==> src/rtl/iir_sos_coeff_loader.sv <==
// Coefficient loader for the cascaded SOS IIR core.
// Serial coefficient words are sign-extended into a shadow bank. A complete,
// correctly framed set is copied into the active bank in one edge, and only
// when the datapath signals a sample boundary. The sections therefore never
// see a half-updated coefficient set.
module iir_sos_coeff_loader #(
  parameter int IIR_WD      = 48,
  parameter int COF_WD      = 32,
  parameter int IIR_SOS_NUM = 6,
  parameter int COF_FRAC    = 30
) (
  input  logic                            clk,
  input  logic                            rst_n,
  input  logic                            s_valid,
  output logic                            s_ready,
  input  logic [COF_WD-1:0]               s_data,
  input  logic                            s_last,
  input  logic                            swap_ok,
  output logic [IIR_SOS_NUM*3*IIR_WD-1:0] coef_b,
  output logic [IIR_SOS_NUM*2*IIR_WD-1:0] coef_a,
  output logic                            coef_update,
  output logic                            pending,
  output logic                            err
);

  localparam int SEC_W = (IIR_SOS_NUM > 1) ? $clog2(IIR_SOS_NUM) : 1;
  localparam logic [SEC_W-1:0] LAST_SEC = SEC_W'(IIR_SOS_NUM - 1);
  localparam logic [COF_WD-1:0] UNITY_W = COF_WD'(1) << COF_FRAC;
  localparam logic [IIR_WD-1:0] UNITY = {{(IIR_WD-COF_WD){UNITY_W[COF_WD-1]}}, UNITY_W};

  typedef enum logic {
    LOAD,
    PEND
  } state_t;

  state_t           state_q, state_d;
  logic [2:0]       coefIdx_q, coefIdx_d;
  logic [SEC_W-1:0] secIdx_q, secIdx_d;
  logic             coefUpdate_q, coefUpdate_d;
  logic             err_q, err_d;
  logic             commit;
  logic             xfer;
  logic             lastWord;
  logic [IIR_WD-1:0] sxData;

  logic [IIR_WD-1:0] shadowB_q [IIR_SOS_NUM][3];
  logic [IIR_WD-1:0] shadowA_q [IIR_SOS_NUM][2];
  logic [IIR_WD-1:0] activeB_q [IIR_SOS_NUM][3];
  logic [IIR_WD-1:0] activeA_q [IIR_SOS_NUM][2];

  assign s_ready     = (state_q == LOAD);
  assign pending     = (state_q == PEND);
  assign coef_update = coefUpdate_q;
  assign err         = err_q;
  assign xfer        = s_valid && s_ready;
  assign lastWord    = (secIdx_q == LAST_SEC) && (coefIdx_q == 3'd4);
  assign sxData      = {{(IIR_WD-COF_WD){s_data[COF_WD-1]}}, s_data};

  // Next-state logic: word counting, framing check and commit decision.
  always_comb begin
    state_d      = state_q;
    coefIdx_d    = coefIdx_q;
    secIdx_d     = secIdx_q;
    coefUpdate_d = 1'b0;
    err_d        = 1'b0;
    commit       = 1'b0;
    case (state_q)
      LOAD: begin
        if (xfer) begin
          if (s_last != lastWord) begin
            err_d     = 1'b1;
            coefIdx_d = '0;
            secIdx_d  = '0;
          end else if (lastWord) begin
            state_d   = PEND;
            coefIdx_d = '0;
            secIdx_d  = '0;
          end else if (coefIdx_q == 3'd4) begin
            coefIdx_d = '0;
            secIdx_d  = secIdx_q + SEC_W'(1);
          end else begin
            coefIdx_d = coefIdx_q + 3'd1;
          end
        end
      end
      PEND: begin
        if (swap_ok) begin
          state_d      = LOAD;
          commit       = 1'b1;
          coefUpdate_d = 1'b1;
        end
      end
    endcase
  end

  // Control registers: FSM state, word counters and the status pulses.
  always_ff @(posedge clk) begin
    if (!rst_n) begin
      state_q      <= LOAD;
      coefIdx_q    <= '0;
      secIdx_q     <= '0;
      coefUpdate_q <= 1'b0;
      err_q        <= 1'b0;
    end else begin
      state_q      <= state_d;
      coefIdx_q    <= coefIdx_d;
      secIdx_q     <= secIdx_d;
      coefUpdate_q <= coefUpdate_d;
      err_q        <= err_d;
    end
  end

  // Shadow bank: every accepted word lands here, including a misframed one.
  always_ff @(posedge clk) begin
    if (!rst_n) begin
      for (int k = 0; k < IIR_SOS_NUM; k++) begin
        shadowB_q[k][0] <= UNITY;
        shadowB_q[k][1] <= '0;
        shadowB_q[k][2] <= '0;
        shadowA_q[k][0] <= '0;
        shadowA_q[k][1] <= '0;
      end
    end else if (xfer) begin
      case (coefIdx_q)
        3'd0:    shadowB_q[secIdx_q][0] <= sxData;
        3'd1:    shadowB_q[secIdx_q][1] <= sxData;
        3'd2:    shadowB_q[secIdx_q][2] <= sxData;
        3'd3:    shadowA_q[secIdx_q][0] <= sxData;
        3'd4:    shadowA_q[secIdx_q][1] <= sxData;
        default: ;
      endcase
    end
  end

  // Active bank: whole-set copy from the shadow at the sample boundary.
  always_ff @(posedge clk) begin
    if (!rst_n) begin
      for (int k = 0; k < IIR_SOS_NUM; k++) begin
        activeB_q[k][0] <= UNITY;
        activeB_q[k][1] <= '0;
        activeB_q[k][2] <= '0;
        activeA_q[k][0] <= '0;
        activeA_q[k][1] <= '0;
      end
    end else if (commit) begin
      activeB_q <= shadowB_q;
      activeA_q <= shadowA_q;
    end
  end

  // Flatten the active bank onto the output buses, straight from registers.
  always_comb begin
    coef_b = '0;
    coef_a = '0;
    for (int k = 0; k < IIR_SOS_NUM; k++) begin
      for (int j = 0; j < 3; j++) coef_b[(k*3+j)*IIR_WD +: IIR_WD] = activeB_q[k][j];
      for (int j = 0; j < 2; j++) coef_a[(k*2+j)*IIR_WD +: IIR_WD] = activeA_q[k][j];
    end
  end

endmodule

==> config.mk <==
export PLATFORM = sky130hd
export DESIGN_NAME = iir_sos_coeff_loader
export DESIGN_NICKNAME = d
export VERILOG_FILES = /design/src/rtl/iir_sos_coeff_loader.sv
export SDC_FILE = /design/constraint.sdc
export NUM_CORES = 2
export LEC_CHECK = 0
export CAP_MARGIN = 20
export CORE_AREA = 2 2 582 584
export DETAILED_ROUTE_END_ITERATION = 12
export DIE_AREA = 0 0 584 586
export PLACE_DENSITY_LB_ADDON = 0.05
export SYNTH_ARGS = -nofsm -noshare
export SYNTH_HDL_FRONTEND = slang
export SYNTH_SLANG_ARGS = --single-unit
==> constraint.sdc <==
create_clock -name clk -period 2.35 [get_ports clk]
set_input_delay 0.47 -clock clk [delete_from_list [all_inputs] [get_ports clk]]
set_output_delay 0.47 -clock clk [all_outputs]
set_load 0.05 [all_outputs]
==> flow_summary.toml <==
[setup_path]
crit_buf_inv = 1
end_kind = "primary output"
crit_arrival_ps = 1830
crit_chain = "clkdlybuf4s18_2"
crit_path_max_incr_delay_ps = 520
path_max_fanout = 2
critPathKind = "reg2out"
crit_required_ps = 1880
reg2reg_setup_slack_ps = 140
cp_slowest_cell = "dfxtp_1"
startpoint_type = "flip-flop"
crit_family = "flip-flops"

[outcome]
status = "finished, final reports clean"

[clocking]
cts.root.buffer_cell = "clkbuf_16"
clk_pin_slew_ps = 60
insertion_delay_ps = 910
cts_tree = "done"
h-tree-depth = 5
cts_buffers = 298
clockBufferDepth = 4
cts_sinks = 2505

[pwr]
total_power_mw = 91.1
p_clk_frac = 0.501
leakage_nw = 48.6
power.density_nw_per_um2 = 820
p_seq_frac = 0.468
combPwrFrac = 0.031
switchingPower_mw = 21.3
p_int_mw = 69.9
ir_worst_vdd_mv = 0.514
netSwitchingFraction = 0.233

[timing]
relSlewSlack = 0.450
skew_ps = 35.7
fmax_mhz = 434
worst_slew_pin_slew_ps = 822
drv_slew = 0
fin_crit_ps = 2300
final-hold-violation-count = 0
finalCritPeriodShare = 0.980
tns_ps = 0
final-setup-viol-count = 0

[floorplanning]
dieArea_um2 = 342000
row_count = 213
fp.dieH_um = 586
die_w_um = 584
initial_utilization = 0.240
ioPinCount = 1481
core_um2 = 336000

[grt]
antenna_found_initial = 25
grt_overflow = 0
first_global_vias = 59200
grt_pass1_wl_um = 519000
grt_max_degree = 133
grt.total_usage = 0.216

[logic_synthesis]
yosys-top-cells-area = "dfxtp_1, a22o_1, mux2i_1"
yosysMostFrequentCell = "dfxtp_1"
synth_fp_nets = 6883
synth_edf_count = 0
synth_common_cells = "dfxtp_1, a22o_1, clkbuf_1"
synthesis.area_um2 = 80600
ys.flop_type = "dfxtp_1"
syn_inst = 6839
synth_warnings = 0
seq_area_frac_synth = 0.622
synth_top_area_cell = "dfxtp_1"
synthArstFlopShare = 0
ys_seq_elements = 2505
syn_area_per_cell_um2 = 11.8
synth_top_area_frac = 0.622
ys_types = 44

[detailed_routing]
ant_nets = 0
finalWirelength_um = 385000
vias_per_cell = 4.69
drc = 0
via_count = 60100
wl_per_cell_um = 30.0
dr.pass1.iters = 5
detail_route.iter0.violations = 4069

[placed_design]
gp_congestion = 0.785
hpwl_um = 274000
port_buffers = 1480
placedInstanceArea_um2 = 102000

[final_layout]
nNetsFinal = 8210
design_area_um2 = 111000
final_layout_size_suffix_gt1_frac = 0.229
area_growth_pct = 37.9
fillers = 33600

[worst_hold_path]
hp-class = "in2reg"

[run]
cap_violations = 0
[power by group through the flow]
stage | sequential (mW) | combinational (mW) | clock (mW)
after floorplan | 43.5 | 1.04 | 0
after global placement | 43.5 | 2.94 | 0
after detailed placement | 43.5 | 2.94 | 0
after CTS | 42.6 | 2.96 | 47.0
after global routing | 42.6 | 3.00 | 48.7
final | 42.6 | 2.85 | 45.7
[worst register-to-register path, stage by stage (launching register included)]
cell and delay (ps):
dfxtp_1 370, inv_1 100, ha_2 270, or3b_4 510, buf_4 230, nor4_4 330
buf_12 210, a21o_1 130
[final cells by class]
class	instances	area [um^2]	share of cell area
Inverter	10	52.6	0.000473
Clock buffer	442	8670	0.0780
Sequential cell	2505	50200	0.451
Timing Repair Buffer	1904	19200	0.173
Antenna cell	9	22.5	0.000203
Multi-Input combinational cell	3447	26600	0.239
Clock inverter	80	866	0.00779
Tap cell	4407	5510	0.0496
[flip-flops by register name, indices dropped and copies added (netlist names)]
name	flops
shadowA_q	384
shadowB_q	864
secIdx_q	3
pending	1
coef_b	864
coef_a	384
coefIdx_q	3
err	1
coef_update	1
[final timing paths]
path / startpoint / end / depth (start not counted)
setup / recovery: coef_a[343] / coef_a[343] / 1
hold / removal: s_data[0] / shadowA_q[0] / 3
setup reg to reg: coefIdx_q[0] / shadowB_q[128] / 7
hold reg to reg: shadowA_q[459] / coef_a[123] / 1
[kinds of logic after synthesis]
| family | share of synthesized area |
|---|---|
| AOI/OAI and AO/OA | 0.233 |
| adders and majority gates | 0.00109 |
| buffers and inverters | 0.0536 |
| DFF | 0.622 |
| muxes | 0.0471 |
| and+or+nand+nor | 0.0433 |
[layer usage]
metal / wire [um] / global-route usage / vias to the layer above
met3: 29600 / 0.0658 / 412
li1: - / - / 27700
met5: 44 / 0 / -
met2: 179000 / 0.354 / 1838
met1: 166000 / 0.273 / 30100
met4: 10000 / 0.0566 / 6
[stage by stage]
stage	util	setup WS [ps]	cells	hold slack (ps)
2_1_floorplan	-	136	6839	427
3_3_place_gp	0.303	-139	12300	434
3_5_place_dp	0.303	-145	12300	440
4_1_cts	0.331	0.0324	12800	3.83
5_1_grt	0.331	-0.890	12800	19.0
6_report	0.331	47.2	12800	64.9
[layout by cell type, fill, tap and decap left out, drive strengths merged, types with 3 or more instances in the layout]
cell,count
a41oi,6
dlygate4sd2,340
nor4,20
a21o,306
nor3,3
nand2,423
buf,882
clkinv,53
o22a,6
clkdlybuf4s50,16
o2bb2ai,180
nor3b,5
mux2i,379
ha,7
clkdlybuf4s15,622
dlygate4sd3,7
o311ai,6
a31oi,13
bufinv,9
diode,9
clkbuf,472
a21oi,199
a22o,1335
nor2,9
nand3,202
or3b,5
clkdlybuf4s18,7
nor2b,34
inv,24
dfxtp,2505
o21ai,200
clkinvlp,4
a32o,93
[what timing repair did]
action / CTS / global route
hold endpoints to repair: 12 / 0
pin swaps: 0 / 1
buffers inserted: 0 / 2
gates resized for setup: 2333 / 72
hold buffers: 7 / 0
endpoints found under the setup margin: 1252 / 113
Power figures use the tool's default switching activity.
